--- config.mk ---
export PLATFORM = sky130hd
export DESIGN_NAME = simon_seq_gen_flat
export DESIGN_NICKNAME = d
export VERILOG_FILES = /design/src/rtl/simon_pkg.sv /design/src/rtl/simon_seq_gen_if.sv /design/src/rtl/simon_lfsr.sv /design/src/rtl/simon_seq_gen.sv /design/src/flat_wrapper.sv
export SDC_FILE = /design/constraint.sdc
export NUM_CORES = 1
export LEC_CHECK = 0
export ABC_AREA = 1
export ABC_CLOCK_PERIOD_IN_PS = 2100
export BUFFER_PORTS_ARGS = -buffer_cell sky130_fd_sc_hd__buf_2
export CORE_MARGIN = 2
export CORE_UTILIZATION = 55
export CTS_BUF_LIST = sky130_fd_sc_hd__clkbuf_16
export CTS_CLUSTER_SIZE = 25
export DETAILED_ROUTE_END_ITERATION = 12
export PLACE_DENSITY = 0.78
export SKIP_CTS_REPAIR_TIMING = 1
export SYNTH_ARGS = -nofsm -noshare
export SYNTH_HDL_FRONTEND = slang
export SYNTH_HIERARCHICAL = 1
export SYNTH_SLANG_ARGS = --single-unit
--- constraint.sdc ---
create_clock -name clk -period 2.1 [get_ports clk]
set_input_delay 0.42 -clock clk [delete_from_list [all_inputs] [get_ports clk]]
set_output_delay 0.42 -clock clk [all_outputs]
set_load 0.01 [all_outputs]
--- src/rtl/simon_pkg.sv ---
// Shared types and defaults for the Simon Says sequence generator.
package simon_pkg;

    typedef enum logic [1:0] {
        ST_IDLE   = 2'd0,
        ST_FILL   = 2'd1,
        ST_APPEND = 2'd2,
        ST_DONE   = 2'd3
    } state_e;

    localparam int         DEF_COL_W  = 2;
    localparam int         DEF_LFSR_W = 8;
    localparam logic [7:0] DEF_TAPS   = 8'hB8;

endpackage

--- src/rtl/simon_seq_gen_if.sv ---
// Request/status and pattern-memory write bus between the game FSM and the
// sequence generator. The game side is the master, the generator the slave.
interface simon_seq_gen_if #(
    parameter int AW     = 6,
    parameter int COL_W  = 2,
    parameter int LFSR_W = 8
);
    logic              seed_load;
    logic [LFSR_W-1:0] seed;
    logic              start;
    logic              append;

    logic              mem_wr_en;
    logic [AW-1:0]     mem_wr_addr;
    logic [COL_W-1:0]  mem_wr_data;

    logic              busy;
    logic              done;
    logic              err;
    logic [AW-1:0]     seq_len;
    logic              full;

    modport master (
        output seed_load, seed, start, append,
        input  mem_wr_en, mem_wr_addr, mem_wr_data,
        input  busy, done, err, seq_len, full
    );

    modport slave (
        input  seed_load, seed, start, append,
        output mem_wr_en, mem_wr_addr, mem_wr_data,
        output busy, done, err, seq_len, full
    );
endinterface

--- src/rtl/simon_lfsr.sv ---
// Fibonacci-style shift-left LFSR with loadable seed; a zero seed is forced
// to 1 so the register can never lock up in the all-zero state.
module simon_lfsr #(
    parameter int                LFSR_W = 8,
    parameter logic [LFSR_W-1:0] TAPS   = LFSR_W'(8'hB8)
) (
    input  logic              clk,
    input  logic              rst,
    input  logic              load,
    input  logic [LFSR_W-1:0] seed,
    input  logic              step,
    output logic [LFSR_W-1:0] q
);

    logic [LFSR_W-1:0] lfsr_q;
    logic [LFSR_W-1:0] lfsr_d;

    // Next value: load wins over step, otherwise hold.
    always_comb begin
        lfsr_d = lfsr_q;
        if (load) begin
            lfsr_d = (seed == '0) ? LFSR_W'(1) : seed;
        end else if (step) begin
            lfsr_d = {lfsr_q[LFSR_W-2:0], ^(lfsr_q & TAPS)};
        end
    end

    // State register with synchronous reset to 1.
    always_ff @(posedge clk) begin
        if (rst) begin
            lfsr_q <= LFSR_W'(1);
        end else begin
            lfsr_q <= lfsr_d;
        end
    end

    assign q = lfsr_q;

endmodule

--- src/rtl/simon_seq_gen.sv ---
// Simon Says sequence generator: writes pseudo-random colours into the
// pattern memory, either a full INIT_LEN fill or a single append.
//
//   state     | meaning
//   ----------+--------------------------------------------------------
//   IDLE      | waiting for seed_load / start / append
//   FILL      | one write presented per cycle until INIT_LEN are done
//   APPEND    | single write at address seq_len
//   DONE      | one-cycle done pulse (err too if append was rejected)
module simon_seq_gen
    import simon_pkg::*;
#(
    parameter int                DEPTH    = 32,
    parameter int                COL_W    = DEF_COL_W,
    parameter int                LFSR_W   = DEF_LFSR_W,
    parameter logic [LFSR_W-1:0] TAPS     = LFSR_W'(DEF_TAPS),
    parameter int                INIT_LEN = 4,
    parameter int                AW       = $clog2(DEPTH + 1)
) (
    input  logic           clk,
    input  logic           rst,
    simon_seq_gen_if.slave bus
);

    state_e            state_q, state_d;
    logic [AW-1:0]     cnt_q, cnt_d;
    logic [AW-1:0]     seq_len_q, seq_len_d;
    logic              wr_en_q, wr_en_d;
    logic [AW-1:0]     addr_q, addr_d;
    logic [COL_W-1:0]  data_q, data_d;
    logic              busy_q, busy_d;
    logic              done_q, done_d;
    logic              err_q, err_d;

    logic [LFSR_W-1:0] lfsr_q;
    logic [LFSR_W-1:0] lfsr_nxt;
    logic              lfsr_load;
    logic              full;
    logic [AW-1:0]     seq_len_inc;
    logic              unused_lfsr_bits;

    // The LFSR advances at the edge that retires a write, so a write issued
    // back-to-back in FILL takes its colour from the post-step value.
    assign lfsr_nxt         = {lfsr_q[LFSR_W-2:0], ^(lfsr_q & TAPS)};
    assign unused_lfsr_bits = ^{lfsr_nxt, lfsr_q};
    assign lfsr_load        = bus.seed_load && (state_q == ST_IDLE);
    assign full             = (seq_len_q == AW'(DEPTH));
    assign seq_len_inc      = full ? seq_len_q : seq_len_q + AW'(1);

    simon_lfsr #(
        .LFSR_W (LFSR_W),
        .TAPS   (TAPS)
    ) u_lfsr (
        .clk  (clk),
        .rst  (rst),
        .load (lfsr_load),
        .seed (bus.seed),
        .step (wr_en_q),
        .q    (lfsr_q)
    );

    // Next-state and next-output decode; all outputs come from registers.
    always_comb begin
        state_d   = state_q;
        cnt_d     = cnt_q;
        seq_len_d = seq_len_q;
        wr_en_d   = 1'b0;
        addr_d    = addr_q;
        data_d    = data_q;
        busy_d    = 1'b0;
        done_d    = 1'b0;
        err_d     = 1'b0;
        case (state_q)
            ST_IDLE: begin
                if (bus.seed_load) begin
                    // seed load consumes the cycle; start/append are dropped
                end else if (bus.start) begin
                    state_d   = ST_FILL;
                    wr_en_d   = 1'b1;
                    busy_d    = 1'b1;
                    addr_d    = '0;
                    data_d    = lfsr_q[COL_W-1:0];
                    cnt_d     = AW'(1);
                    seq_len_d = '0;
                end else if (bus.append) begin
                    if (!full) begin
                        state_d = ST_APPEND;
                        wr_en_d = 1'b1;
                        busy_d  = 1'b1;
                        addr_d  = seq_len_q;
                        data_d  = lfsr_q[COL_W-1:0];
                    end else begin
                        state_d = ST_DONE;
                        done_d  = 1'b1;
                        err_d   = 1'b1;
                    end
                end
            end
            ST_FILL: begin
                seq_len_d = seq_len_inc;
                if (cnt_q == AW'(INIT_LEN)) begin
                    state_d = ST_DONE;
                    done_d  = 1'b1;
                end else begin
                    wr_en_d = 1'b1;
                    busy_d  = 1'b1;
                    addr_d  = cnt_q;
                    data_d  = lfsr_nxt[COL_W-1:0];
                    cnt_d   = cnt_q + AW'(1);
                end
            end
            ST_APPEND: begin
                seq_len_d = seq_len_inc;
                state_d   = ST_DONE;
                done_d    = 1'b1;
            end
            ST_DONE: begin
                state_d = ST_IDLE;
            end
            default: begin
                state_d = ST_IDLE;
            end
        endcase
    end

    // Register state and outputs; reset abandons any fill in progress.
    always_ff @(posedge clk) begin
        if (rst) begin
            state_q   <= ST_IDLE;
            cnt_q     <= '0;
            seq_len_q <= '0;
            wr_en_q   <= 1'b0;
            addr_q    <= '0;
            data_q    <= '0;
            busy_q    <= 1'b0;
            done_q    <= 1'b0;
            err_q     <= 1'b0;
        end else begin
            state_q   <= state_d;
            cnt_q     <= cnt_d;
            seq_len_q <= seq_len_d;
            wr_en_q   <= wr_en_d;
            addr_q    <= addr_d;
            data_q    <= data_d;
            busy_q    <= busy_d;
            done_q    <= done_d;
            err_q     <= err_d;
        end
    end

    assign bus.mem_wr_en   = wr_en_q;
    assign bus.mem_wr_addr = addr_q;
    assign bus.mem_wr_data = data_q;
    assign bus.busy        = busy_q;
    assign bus.done        = done_q;
    assign bus.err         = err_q;
    assign bus.seq_len     = seq_len_q;
    assign bus.full        = full;

endmodule

--- src/flat_wrapper.sv ---
// flat-port wrapper written by rule: the top's interface ports become plain ports
module simon_seq_gen_flat import simon_pkg::*;
#(
    parameter int                DEPTH    = 32,
    parameter int                COL_W    = DEF_COL_W,
    parameter int                LFSR_W   = DEF_LFSR_W,
    parameter logic [LFSR_W-1:0] TAPS     = LFSR_W'(DEF_TAPS),
    parameter int                INIT_LEN = 4,
    parameter int                AW       = $clog2(DEPTH + 1)
)
  (clk, rst, bus_seed_load, bus_seed, bus_start, bus_append, bus_mem_wr_en, bus_mem_wr_addr, bus_mem_wr_data, bus_busy, bus_done, bus_err, bus_seq_len, bus_full);
  simon_seq_gen_if #(.AW(AW), .COL_W(COL_W), .LFSR_W(LFSR_W)) bus_i ();
  input  logic clk;
  input  logic rst;
  input wire logic [$bits(bus_i.seed_load)-1:0] bus_seed_load;
  input wire logic [$bits(bus_i.seed)-1:0] bus_seed;
  input wire logic [$bits(bus_i.start)-1:0] bus_start;
  input wire logic [$bits(bus_i.append)-1:0] bus_append;
  output wire logic [$bits(bus_i.mem_wr_en)-1:0] bus_mem_wr_en;
  output wire logic [$bits(bus_i.mem_wr_addr)-1:0] bus_mem_wr_addr;
  output wire logic [$bits(bus_i.mem_wr_data)-1:0] bus_mem_wr_data;
  output wire logic [$bits(bus_i.busy)-1:0] bus_busy;
  output wire logic [$bits(bus_i.done)-1:0] bus_done;
  output wire logic [$bits(bus_i.err)-1:0] bus_err;
  output wire logic [$bits(bus_i.seq_len)-1:0] bus_seq_len;
  output wire logic [$bits(bus_i.full)-1:0] bus_full;
  assign bus_i.seed_load = bus_seed_load;
  assign bus_i.seed = bus_seed;
  assign bus_i.start = bus_start;
  assign bus_i.append = bus_append;
  assign bus_mem_wr_en = bus_i.mem_wr_en;
  assign bus_mem_wr_addr = bus_i.mem_wr_addr;
  assign bus_mem_wr_data = bus_i.mem_wr_data;
  assign bus_busy = bus_i.busy;
  assign bus_done = bus_i.done;
  assign bus_err = bus_i.err;
  assign bus_seq_len = bus_i.seq_len;
  assign bus_full = bus_i.full;
  simon_seq_gen #(.DEPTH(DEPTH), .COL_W(COL_W), .LFSR_W(LFSR_W), .TAPS(TAPS), .INIT_LEN(INIT_LEN), .AW(AW)) u_core (.clk(clk), .rst(rst), .bus(bus_i));
endmodule
# Word-level counts from Yosys, hierarchy flattened
# Cells that the tools add are included.
# totals
elab_cells	78
output_inout_bits	19
reg_bits	33
# classes
reduce_logical	13
bitwise_logic	1
n_eq_ne	12
addsub	2
n_mux	41
# ops
cell	n
2-to-1 mux 6 bit	11
case mux 6 bit (2 select lines)	3
2-to-1 mux 8 bit	3
2-to-1 mux 2 bit	9
adder 6 x 1 -> 6 bit, second input constant	2
2-to-1 mux 1 bit	11
zero test 8 bit	1
!= test 2 bit, second input constant	4
case mux 2 bit (4 select lines)	1
AND reduction 4 bit	2
XOR reduction 8 bit	1
equality test 6 x 3 -> 1 bit, second input constant	1
equality test 6 bit, second input constant	1
!= test 3 bit, second input constant	2
nonzero test 2 bit	3
AND reduction 5 bit	1
equality test 2 bit, second input constant	2
case mux 2 bit (2 select lines)	1
OR reduction 2 bit	2
case mux 1 bit (3 select lines)	1
AND reduction 3 bit	1
equality test 2 x 1 -> 1 bit, second input constant	1
zero test 2 bit	1
!= test 2 x 1 -> 1 bit, second input constant	1
other kinds (3)	3

# Depth between registers and ports, before layout
# Gate-level depths: netlist (run 1).
# logic_depth
depth_word	6
mapped_depth	11
depth_no_buf	11

# Modules after synthesis
# Netlist (run 1), hierarchy kept.
# modules_own_cells
module	n_inst	seq_area_each_um2	area_each_um2	cells_each
simon_seq_gen	1	500.5	1635.3	244
simon_lfsr	1	160.2	462.9	65

# Worst setup path before layout (run 1)
# Ideal clock, no wire load.
# synth_timing
path_kind	reg2reg
start	register u_core.seq_len_q[0] (netlist: u_core/bus.seq_len[0])
end	register u_core.addr_q[3] (netlist: u_core/bus.mem_wr_addr[3])
t_arrival_ns	1.397
t_required_ns	1.986
slack_ns	0.589
path_stages_with_launch	12
synth_period_minus_slack_ns	1.511
cell_sequence	dfxtp_1 inv_1 ha_1 nand3_2 nor2_8 nand2_2 nand2_4 nor2_4 buf_6 nand2_2 nand2_1 nor2_2
# synth_via
elab_chain_len	3
# synth_lines
item	line	text
start: declaration	simon_seq_gen.sv:27	logic [AW-1:0] seq_len_q, seq_len_d;
start signal: assignment	simon_seq_gen.sv:141	seq_len_q <= seq_len_d;
equality test 6 bit	simon_seq_gen.sv:47	assign full = (seq_len_q == AW'(DEPTH));
named net bus_full	flat_wrapper.sv:26	output wire logic [$bits(bus_i.full)-1:0] bus_full;
!= test 3 bit (no source line)	--	
AND reduction 5 bit (no source line)	--	
end signal: assignment	simon_seq_gen.sv:143	addr_q <= addr_d;
end: declaration	simon_seq_gen.sv:29	logic [AW-1:0] addr_q, addr_d;
# The timed path passes the listed nets, and every way through them passes these cells.
# A chain may end at the register's enable or synchronous reset.

# Worst setup path after layout (run 1)
# layout_timing
start	register u_core.seq_len_q[0] (netlist: u_core/bus.seq_len[0])
end	output bus_full
# layout_via
elab_chain_len	1
# layout_lines
item	line
equality test 6 bit	simon_seq_gen.sv:47
end: declaration	flat_wrapper.sv:26
# Every way passes these cells.

==> results of run 1 <==
path summary, 6_finish.rpt:
check                                                end  slack (ns)
setup / recovery                                bus_full        0.29
hold / removal                 u_core/bus.err$_SDFF_PP0_        0.45
setup reg to reg  u_core/bus.mem_wr_data[1]$_SDFFE_PP0P_        0.32
hold reg to reg   u_core/bus.mem_wr_addr[3]$_SDFFE_PP0P_        0.49
routing by layer:
layer | GRT usage [%] | vias up
li1 | - | 1040
met1 | 27.1 | 928
met2 | 39.1 | 49
met3 | 4.11 | 5
met4 | 8.59 | 0
met5 | 0 | -
area by class of cell:
type                       instances  share of cell area, %
inverter                          40                   6.38
clock buffer                       5                   5.23
tap                               48                   2.51
clock inverter                     3                  0.523
sequential                        33                   27.6
timing repair buffer              31                   6.49
multi-input combinational        228                   51.3
stage by stage:
| stage | instances | setup slack [ns] | utilization (%) | power (mW) |
|---|---|---|---|---|
| after floorplan | 309 | 0.589 | - | 2.34 |
| after global placement | 380 | 0.363 | 61.6 | 2.59 |
| after detailed placement | 380 | 0.350 | 61.6 | 2.62 |
| after CTS | 388 | 0.298 | 65.3 | 3.31 |
| after global routing | 388 | 0.178 | 65.3 | 3.58 |
| final | 388 | 0.290 | 65.3 | 3.30 |
synthesized netlist by cell type (all sizes together):
cell type,count
a21oi,14
a31oi,1
buf,6
clkbuf,2
clkinv,2
dfxtp,33
ha,8
inv,38
mux2i,1
nand2,95
nand3,15
nand4,4
nor2,50
nor3,7
o21ai,13
o221ai,7
o31ai,2
or2,2
xnor2,3
xor2,6
sequential cells by signal, indices dropped and copies added (netlist names):
name                    cells
u_core/bus.mem_wr_addr      6
u_core/bus.seq_len          6
u_core/bus.busy             1
u_core/bus.mem_wr_data      2
u_core/cnt_q                6
u_core/bus.err              1
u_core/u_lfsr/q             8
u_core/state_q              2
u_core/bus.done             1
cell families (layout without fill, tap and decap cells):
group	Yosys count	count (layout)
adder cells (fa/ha/maj)	8	8
flip-flops	33	33
multiplexers	1	1
AO/OA/AOI/OAI	37	37
XOR/XNOR	9	9
AND/OR/NAND/NOR	173	173
buffers and inverters	48	79
power by group through the flow:
stage | logic (mW) | registers (mW) | clock network, mW
after global routing | 1.87 | 0.995 | 0.720
after floorplan | 1.36 | 0.975 | 0
final | 1.65 | 0.965 | 0.676
after CTS | 1.65 | 0.967 | 0.690
after global placement | 1.62 | 0.970 | 0
after detailed placement | 1.64 | 0.980 | 0
critical path, delay by kind of cell, from the launching register on:
family,cells,cell delay [ns]
flops,1,0.35
fa+ha+maj,1,0.21
buf+inv,2,0.29
simple gates,2,0.26
==> parameters.txt, run 1 <==
Parameter                              Value

Run status
  Run status    finished clean

Final layout
  Relative area change from synthesis to final layout    14.0%
  Most frequent standard cell in the layout excluding fill and tap cells    nand2_1
  NumNets Final    360
  Area occupied by multi-input gates    0.00123 mm²
  FF+latch area    661 µm²
  Layout cell share with drive strength beyond 1    21.5%
  Diode count    0
  Most frequent cells in the layout    82 x nand2_1, 40 x nor2_1, 33 x dfxtp_1
  Post-route cell area    0.00239 mm²
  Fill cells    348

CTS
  Root Buffer    clkbuf_16
  Worst-Skew Late Latency    0.27 ns
  Number of buffers inserted during clock tree synthesis    5
  Number of buffers on the longest clock path    2
  Clock net sink count    33
  Clock tree from TritonCTS    done
  Clock input transition at the sequential cells of the worst setup and hold paths    0.05 ns
  Number of H-tree levels    2

Job
  Max Cap Violations    0

Global routing
  Total routing usage reported by global routing    22.4%
  Grt total ovfl    0
  Antenna violations before repair    0
  First-pass GRT wire length    7460 µm
  Maximum number of pins on one net before global-route repair    20
  Number of global-route vias before repair    1718

Routing
  Count of antenna-violating nets left after detailed routing    0
  WL met1    2080 µm
  Met3 WL    207 µm
  First DRT Iteration DRCs    139
  Sum of routed wire length over all layers    4560 µm
  Top Layer Used    met4
  Vias    2022
  Number of design rule violations left after detail routing    0
  Routed length per instance    11.7 µm
  Avg Vias per Cell    5.21
  First drt pass iteration count    4
  Routed met2 length    2220 µm

Placement
  Post-place instance area    0.00225 mm²
  Port Buf Inserts    31
  Routability congestion estimate from global placement    0.887
  Detailed Place HPWL    3410 µm

Yosys
  Synth Area in Adders    4.77%
  Share of the synthesized area in compound gates (AO/OA/AOI/OAI)    10.6%
  Simple logic cell fraction of the synthesized area    38.9%
  Synth area leader    dfxtp_1
  Net count of the mapped netlist    330
  Number of register bits inferred by synthesis    33
  Count of cell types in the netlist    33
  Sequential area share after synthesis    31.5%
  Area share of the largest cell type after synthesis    31.5%
  Number of instances in the synthesized netlist    309
  Main combinational cell family by area after synthesis    simple AND/OR/NAND/NOR gates
  Leading cell types by total area after synthesis    dfxtp_1 31%, nand2_1 15%, nor2_1 7.2%
  Mux contribution to synthesized area    0.477%
  Mean instance size in the synthesized netlist    6.79 µm²
  Number of warnings printed during yosys synthesis    6
  Synth Area in XOR/XNOR    3.76%
  Cell area after synthesis    0.00210 mm²

Worst setup path
  Critical path data arrival time    1.39 ns
  Cell chain of the critical path    inv_1 > ha_1 > nand3_2 > nor2_8 > buf_2
  Worst Setup Start Kind    flip-flop
  Type of destination of the critical path    output port
  Maximum fanout along the worst path    5
  Critical register-to-register path startpoint    u_core/state_q[0]$_SDFFE_PP0P_
  FF-to-FF path depth    10
  Start point of the critical path    u_core/bus.seq_len[0]$_SDFFE_PP0P_
  Slowest library cell on the worst path    dfxtp_1
  Startpoint-to-endpoint class of the critical path    flip-flop to output port
  Required time of the critical path    1.68 ns
  Stage delay of the slowest cell on the critical path    0.35 ns

Min path
  Worst hold path cell count    3
  Hold Startpoint    bus_append
  Worst hold path class    input pin to flip-flop

Floorplanning
  Io pins    32
  Initial standard-cell utilization of the core    57.3%
  Die Ht    65.8 µm
  Cell Rows    22
  Floorplan die width    65.8 µm
  Core region area    0.00366 mm²
  Die Footprint    0.00433 mm²

Power and ir drop
  Switching component of the power    1.51 mW
  Clock network power share    20.5%
  Largest voltage drop on the vdd net    0.000906 V
  Leakage power total    1.11 nW
  Logic gate share of total power    50.2%
  Proportion of total power due to net switching    45.7%
  Share of power burned in registers    29.3%
  Pwr Density    1380 mW/mm²
  Cell Int Power    1.79 mW

STA
  Remaining max-slew budget at the tightest pin    75.7%
  Setup TNS    0 ns
  Tcrit/Tclk final    86.2%
  Maximum clock frequency    552 MHz
  Least-Margin Pin Slew    0.364 ns
  Fin. max-slew vios    0
  Clock Skew    0.00633 ns
  Post-layout minimum cycle time    1.81 ns
  Smallest hold slack    0.453 ns
  Setup Viol. Count Final    0
  RSZ-0062 raised after global routing    false
  Hold Fails Final Rpt    0
Power figures use the tool's default switching activity.
==> inputs of run 2 (changes only) <==
Settings changed: GPL_TIMING_DRIVEN set to 0, RECOVER_POWER set to 25.
==> run 2 against run 1 <==
Via count is 0.49% lower. Final area up 2.8%. Clock skew shrank 0.0038 ns. Flip-flop and latch count did not move. Register-to-register slack improved by 0.08 ns. Sequential share of layout area decreased by 0.76 points. Sequential power about the same. Count of clock-buffer cells in the layout stayed put. Non-clock buffer count is 8 higher.
==> parameters.txt, run 2 (synthesized netlist as in run 1, its figures left out) <==
Parameter                              Value

Worst setup path
  Required time of the critical path    1.68 ns (about the same)
  Worst Setup Start Kind    flip-flop
  Critical path data arrival time    1.40 ns (about the same)
  Cell chain of the critical path    inv_1 > ha_1 > nand3_2 > nor2_8 > buf_2
  Slowest library cell on the worst path    dfxtp_1
  Startpoint-to-endpoint class of the critical path    flip-flop to output port
  Maximum fanout along the worst path    5 (unchanged)
  Stage delay of the slowest cell on the critical path    0.35 ns (about the same)
  Number of buffer and inverter stages on the critical path    2 (unchanged)
  Cell family with most CP delay    flip-flops
  Type of destination of the critical path    output port

CTS
  Number of H-tree levels    2 (unchanged)
  Root Buffer    clkbuf_16
  Clock net sink count    33 (unchanged)
  Number of buffers inserted during clock tree synthesis    5 (unchanged)
  Clock input transition at the sequential cells of the worst setup and hold paths    0.05 ns (about the same)
  Clock tree from TritonCTS    done
  Number of buffers on the longest clock path    2 (unchanged)
  Worst-Skew Late Latency    0.27 ns (about the same)

STA
  Fin. max-slew vios    0 (unchanged)
  Clock Skew    0.00258 ns (-0.00375 ns)
  Setup Viol. Count Final    0 (unchanged)
  Setup TNS    0 ns (unchanged)
  Post-layout minimum cycle time    1.82 ns (+0.00789 ns)
  RSZ-0062 raised after global routing    false
  Hold Fails Final Rpt    0 (unchanged)
  Remaining max-slew budget at the tightest pin    68.0% (-7.7 points)
  Tcrit/Tclk final    86.6% (+0.38 points)
  Smallest hold slack    0.380 ns (-0.0733 ns)
  Maximum clock frequency    550 MHz (-0.43%)
  Least-Margin Pin Slew    0.480 ns (+0.115 ns)

Power and ir drop
  Leakage power total    1.10 nW (-0.32%)
  Clock network power share    22.8% (+2.3 points)
  Cell Int Power    1.98 mW (+10%)
  Pwr Density    1430 mW/mm² (+4.1%)
  Overall power of the completed layout    3.53 mW (+7.0%)
  Share of power burned in registers    27.3% (-2.0 points)
  Proportion of total power due to net switching    44.0% (-1.7 points)
  Logic gate share of total power    49.9% (-0.3 points)
  Largest voltage drop on the vdd net    0.000984 V (+8.6%)
  Switching component of the power    1.55 mW (+2.9%)

Final layout
  Diode count    0 (unchanged)
  Layout cell share with drive strength beyond 1    19.0% (-2.5 points)
  Max FFs per register    8 (unchanged)
  Post-route insts no fill    396 (+2.1%)
  NumNets Final    368 (+2.2%)
  Most frequent cells in the layout    82 x nand2_1, 40 x nor2_1, 33 x dfxtp_1
  Most frequent standard cell in the layout excluding fill and tap cells    nand2_1
  Relative area change from synthesis to final layout    17.2%

Global routing
  Antenna violations before repair    0 (unchanged)
  Number of global-route vias before repair    1803 (+4.9%)
  Total routing usage reported by global routing    23.5% (+1.1 points)
  First-pass GRT wire length    7820 µm (+4.9%)
  Maximum number of pins on one net before global-route repair    11 (-45%)
  Grt total ovfl    0 (unchanged)

Min path
  Worst hold path class    input pin to flip-flop

Floorplanning
  Die Ht    65.8 µm (unchanged)
  Initial standard-cell utilization of the core    57.3% (unchanged)
  Core region area    0.00366 mm² (unchanged)
  Io pins    32 (unchanged)
  Die Footprint    0.00433 mm² (unchanged)
  Floorplan die width    65.8 µm (unchanged)
  Cell Rows    22 (unchanged)

Placement
  Number of placed cells counting well taps    388 (+2.1%)
  Port Buf Inserts    31 (unchanged)
  Routability congestion estimate from global placement    0.919 (+3.6%)
  Detailed Place HPWL    3360 µm (-1.5%)

Routing
  Number of design rule violations left after detail routing    0 (unchanged)
  Sum of routed wire length over all layers    4640 µm (+1.7%)
  First DRT Iteration DRCs    146 (+5.0%)
  Vias    2012 (-0.49%)
  Routed length per instance    11.7 µm (-0.34%)
  Avg Vias per Cell    5.08 (-2.5%)
  First drt pass iteration count    4 (unchanged)
  Count of antenna-violating nets left after detailed routing    0 (unchanged)

Job
  Max Cap Violations    0 (unchanged)

Run status
  Run status    finished clean
run 2: cell types whose count changed in the layout (fill, tap and decap cells not counted), sizes merged:
cell    previous run  this run
clkbuf             5        20
inv               38        39
clkinv             5         3
bufinv             0         1
buf               31        24
run 2: path summary, 6_finish.rpt:
kind,to,depth (start not counted),slack (ns),startpoint
max,bus_full,5,0.28,u_core/bus.seq_len[0]$_SDFFE_PP0P_
min,u_core/u_lfsr/q[0]$_SDFFE_PP1P_,3,0.38,rst
max reg2reg,u_core/cnt_q[5]$_SDFFE_PP0P_,9,0.40,u_core/cnt_q[0]$_SDFFE_PP0P_
min reg2reg,u_core/bus.mem_wr_addr[5]$_SDFFE_PP0P_,2,0.49,u_core/bus.mem_wr_addr[5]$_SDFFE_PP0P_
run 2: power groups by stage:
stage	Clock, mW	Sequential [mW]	Combinational [mW]
floorplan	0	0.975	1.36
global placement	0	0.968	1.73
detailed placement	0	0.973	1.75
CTS	0.827	0.961	1.78
global route	0.854	0.986	1.96
finish	0.804	0.963	1.76
run 2: final cells by class:
| type | instances | area (µm²) |
|---|---|---|
| buffer | 8 | 58.8 |
| clock buffer | 5 | 125 |
| clock inverter | 3 | 37.5 |
| fill | 343 | 1200 |
| inverter | 40 | 153 |
| multi-input combinational | 228 | 1230 |
| sequential | 33 | 661 |
| tap | 48 | 60.1 |
| timing repair buffer | 31 | 139 |
run 2: layer usage:
metal	vias to the layer above	wire [µm]	global-route usage (%)
met5	-	0	0
met4	0	14	7.29
met3	2	249	5.82
met2	59	2260	40.5
met1	897	2120	28.5
li1	1054	-	-
run 2: worst register-to-register path: stages, from the launching register on:
cell and delay (ns):
dfxtp_1 0.42, inv_1 0.09, ha_1 0.21, nand2_1 0.07, clkinv_1 0.07, nand4_1 0.13, nand2_2 0.09, nor2_1 0.31
nand2_1 0.11, a21oi_1 0.13
run 2: metrics by stage:
stage	area, µm²	utilization [%]	worst slack (ns)
4_1_cts	2480	67.6	0.280
2_1_floorplan	2100	-	0.589
3_5_place_dp	2310	63.2	0.417
5_1_grt	2460	67.2	0.186
6_report	2460	67.2	0.282
3_3_place_gp	2310	63.2	0.435
==> inputs of run 3 (changes only) <==
Settings changed: BUFFER_PORTS_ARGS -buffer_cell sky130_fd_sc_hd__buf_2 to -buffer_cell sky130_fd_sc_hd__buf_4, CORE_UTILIZATION 55 to 47, PLACE_DENSITY 0.78 to 0.68.
==> run 3 against run 2 <==
Power fell by 3.2%. Utilization fell by 9.6 points. Hold slack got worse by 0.020 ns. Count of clock-buffer cells in the layout did not move. Via count fell by 1.1%. Routed wire length rose by 1.0%. Critical path type unchanged.
==> parameters.txt, run 3 (synthesized netlist as in run 1, its figures left out) <==
Parameter                              Value

CTS
  Number of buffers on the longest clock path    2 (unchanged)
  Worst-Skew Late Latency    0.28 ns (about the same)
  Clock input transition at the sequential cells of the worst setup and hold paths    0.05 ns (about the same)
  Number of H-tree levels    2 (unchanged)
  Root Buffer    clkbuf_16
  Number of buffers inserted during clock tree synthesis    5 (unchanged)
  Clock tree from TritonCTS    done
  Clock net sink count    33 (unchanged)

Routing
  First DRT Iteration DRCs    96 (-34%)
  Count of antenna-violating nets left after detailed routing    0 (unchanged)
  Routed length per instance    11.7 µm (about the same)
  First drt pass iteration count    4 (unchanged)
  Number of design rule violations left after detail routing    0 (unchanged)
  Vias    1990 (-1.1%)
  Avg Vias per Cell    4.98 (-2.1%)
  Sum of routed wire length over all layers    4680 µm (+1.0%)

Global routing
  First-pass GRT wire length    7960 µm (+1.8%)
  Maximum number of pins on one net before global-route repair    11 (unchanged)
  Antenna violations before repair    0 (unchanged)
  Number of global-route vias before repair    1800 (-0.17%)
  Total routing usage reported by global routing    19.9% (-3.6 points)
  Grt total ovfl    0 (unchanged)

STA
  Least-Margin Pin Slew    0.496 ns (+0.0160 ns)
  Setup Viol. Count Final    0 (unchanged)
  Post-layout minimum cycle time    1.81 ns (-0.0106 ns)
  Fin. max-slew vios    0 (unchanged)
  RSZ-0062 raised after global routing    false
  Tcrit/Tclk final    86.1% (-0.50 points)
  Hold Fails Final Rpt    0 (unchanged)
  Clock Skew    0.00460 ns (+0.00202 ns)
  Remaining max-slew budget at the tightest pin    67.0% (-1.1 points)
  Maximum clock frequency    553 MHz (+0.59%)
  Setup TNS    0 ns (unchanged)

Worst setup path
  Number of buffer and inverter stages on the critical path    2 (unchanged)
  Cell family with most CP delay    flip-flops
  Flop2flop setup slack    0.37 ns (-0.03 ns)
  Worst Setup Start Kind    flip-flop
  Slowest library cell on the worst path    dfxtp_1
  Type of destination of the critical path    output port
  Startpoint-to-endpoint class of the critical path    flip-flop to output port
  Maximum fanout along the worst path    5 (unchanged)
  Required time of the critical path    1.68 ns (about the same)
  Critical path data arrival time    1.39 ns (about the same)
  Cell chain of the critical path    inv_1 > ha_1 > nand3_2 > nor2_8 > buf_4
  Stage delay of the slowest cell on the critical path    0.35 ns (about the same)

Floorplanning
  Floorplan die width    70.8 µm (+7.7%)
  Io pins    32 (unchanged)
  Core region area    0.00432 mm² (+18%)
  Die Footprint    0.00501 mm² (+16%)
  Die Ht    70.8 µm (+7.7%)
  Cell Rows    24 (+9.1%)
  Initial standard-cell utilization of the core    48.5% (-8.8 points)

Power and ir drop
  Share of power burned in registers    28.3% (+1.0 points)
  Cell Int Power    1.86 mW (-5.7%)
  Switching component of the power    1.55 mW (-0.13%)
  Proportion of total power due to net switching    45.4% (+1.4 points)
  Clock network power share    20.3% (-2.5 points)
  Pwr Density    1370 mW/mm² (-4.4%)
  Largest voltage drop on the vdd net    0.000780 V (-21%)
  Logic gate share of total power    51.4% (+1.5 points)
  Leakage power total    1.10 nW (about the same)

Final layout
  Relative area change from synthesis to final layout    18.6%
  Most frequent cells in the layout    82 x nand2_1, 40 x nor2_1, 33 x dfxtp_1
  Most frequent standard cell in the layout excluding fill and tap cells    nand2_1
  Max FFs per register    8 (unchanged)
  Utilization of the core after routing    57.6% (-9.6 points)
  Layout cell share with drive strength beyond 1    19.3% (+0.29 points)
  NumNets Final    368 (unchanged)
  Post-route cell area    0.00249 mm² (+1.2%)
  Diode count    0 (unchanged)

Placement
  Port Buf Inserts    31 (unchanged)
  Routability congestion estimate from global placement    0.871 (-5.3%)
  Detailed Place HPWL    3510 µm (+4.6%)
  Post-place instance area    0.00240 mm² (+3.6%)

Min path
  Worst hold path class    input pin to flip-flop

Run status
  Run status    finished clean

Job
  Max Cap Violations    0 (unchanged)
## run 3: changes by cell type in the layout (fill, tap and decap cells not counted), sizes merged
cell    delta
clkinv     +2
bufinv     -1
inv        -1
## run 3: path summary, 6_finish.rpt
path	cells after the start	from	endpoint
setup / recovery	5	u_core/bus.seq_len[0]$_SDFFE_PP0P_	bus_full
hold reg to reg	2	u_core/bus.mem_wr_addr[5]$_SDFFE_PP0P_	u_core/bus.mem_wr_addr[5]$_SDFFE_PP0P_
hold / removal	3	rst	u_core/u_lfsr/q[0]$_SDFFE_PP1P_
setup reg to reg	10	u_core/cnt_q[0]$_SDFFE_PP0P_	u_core/cnt_q[1]$_SDFFE_PP0P_
## run 3: metrics by stage
step / power (mW) / cells / worst slack, ns / hold WS [ns]
2_1_floorplan: 2.34 / 309 / 0.589 / 0.463
3_3_place_gp: 2.75 / 392 / 0.421 / 0.474
3_5_place_dp: 2.78 / 392 / 0.391 / 0.482
4_1_cts: 3.49 / 400 / 0.273 / 0.361
5_1_grt: 3.71 / 400 / 0.188 / 0.375
6_report: 3.41 / 400 / 0.293 / 0.360
## run 3: worst reg2reg max path: cells and delay by family (launching register included)
| family | cells | cell delay, ns |
|---|---|---|
| adders and majority gates | 1 | 0.22 |
| buffers and inverters | 2 | 0.17 |
| DFF | 1 | 0.43 |
| and+or+nand+nor | 7 | 0.78 |
## run 3: metal layers
metal	vias to the layer above	global-route usage [%]	part of all wire (%)
li1	1056	-	-
met1	889	25.8	49
met2	39	32.1	46
met4	0	7.55	1.4
met5	-	0	0
met3	6	4.70	4.1
## run 3: cell type report
type | instances | area (µm²)
fill | 466 | 1840
multi-input combinational | 228 | 1230
sequential | 33 | 661
timing repair buffer | 31 | 188
inverter | 40 | 153
clock buffer | 5 | 125
tap | 52 | 65.1
buffer | 8 | 58.8
clock inverter | 3 | 12.5
## run 3: power by group through the flow
| stage | Clock (mW) | Combinational [mW] | Sequential, mW |
|---|---|---|---|
| CTS | 0.706 | 1.82 | 0.966 |
| global route | 0.732 | 1.99 | 0.995 |
| detailed placement | 0 | 1.81 | 0.979 |
| floorplan | 0 | 1.36 | 0.975 |
| global placement | 0 | 1.78 | 0.974 |
| finish | 0.692 | 1.76 | 0.965 |
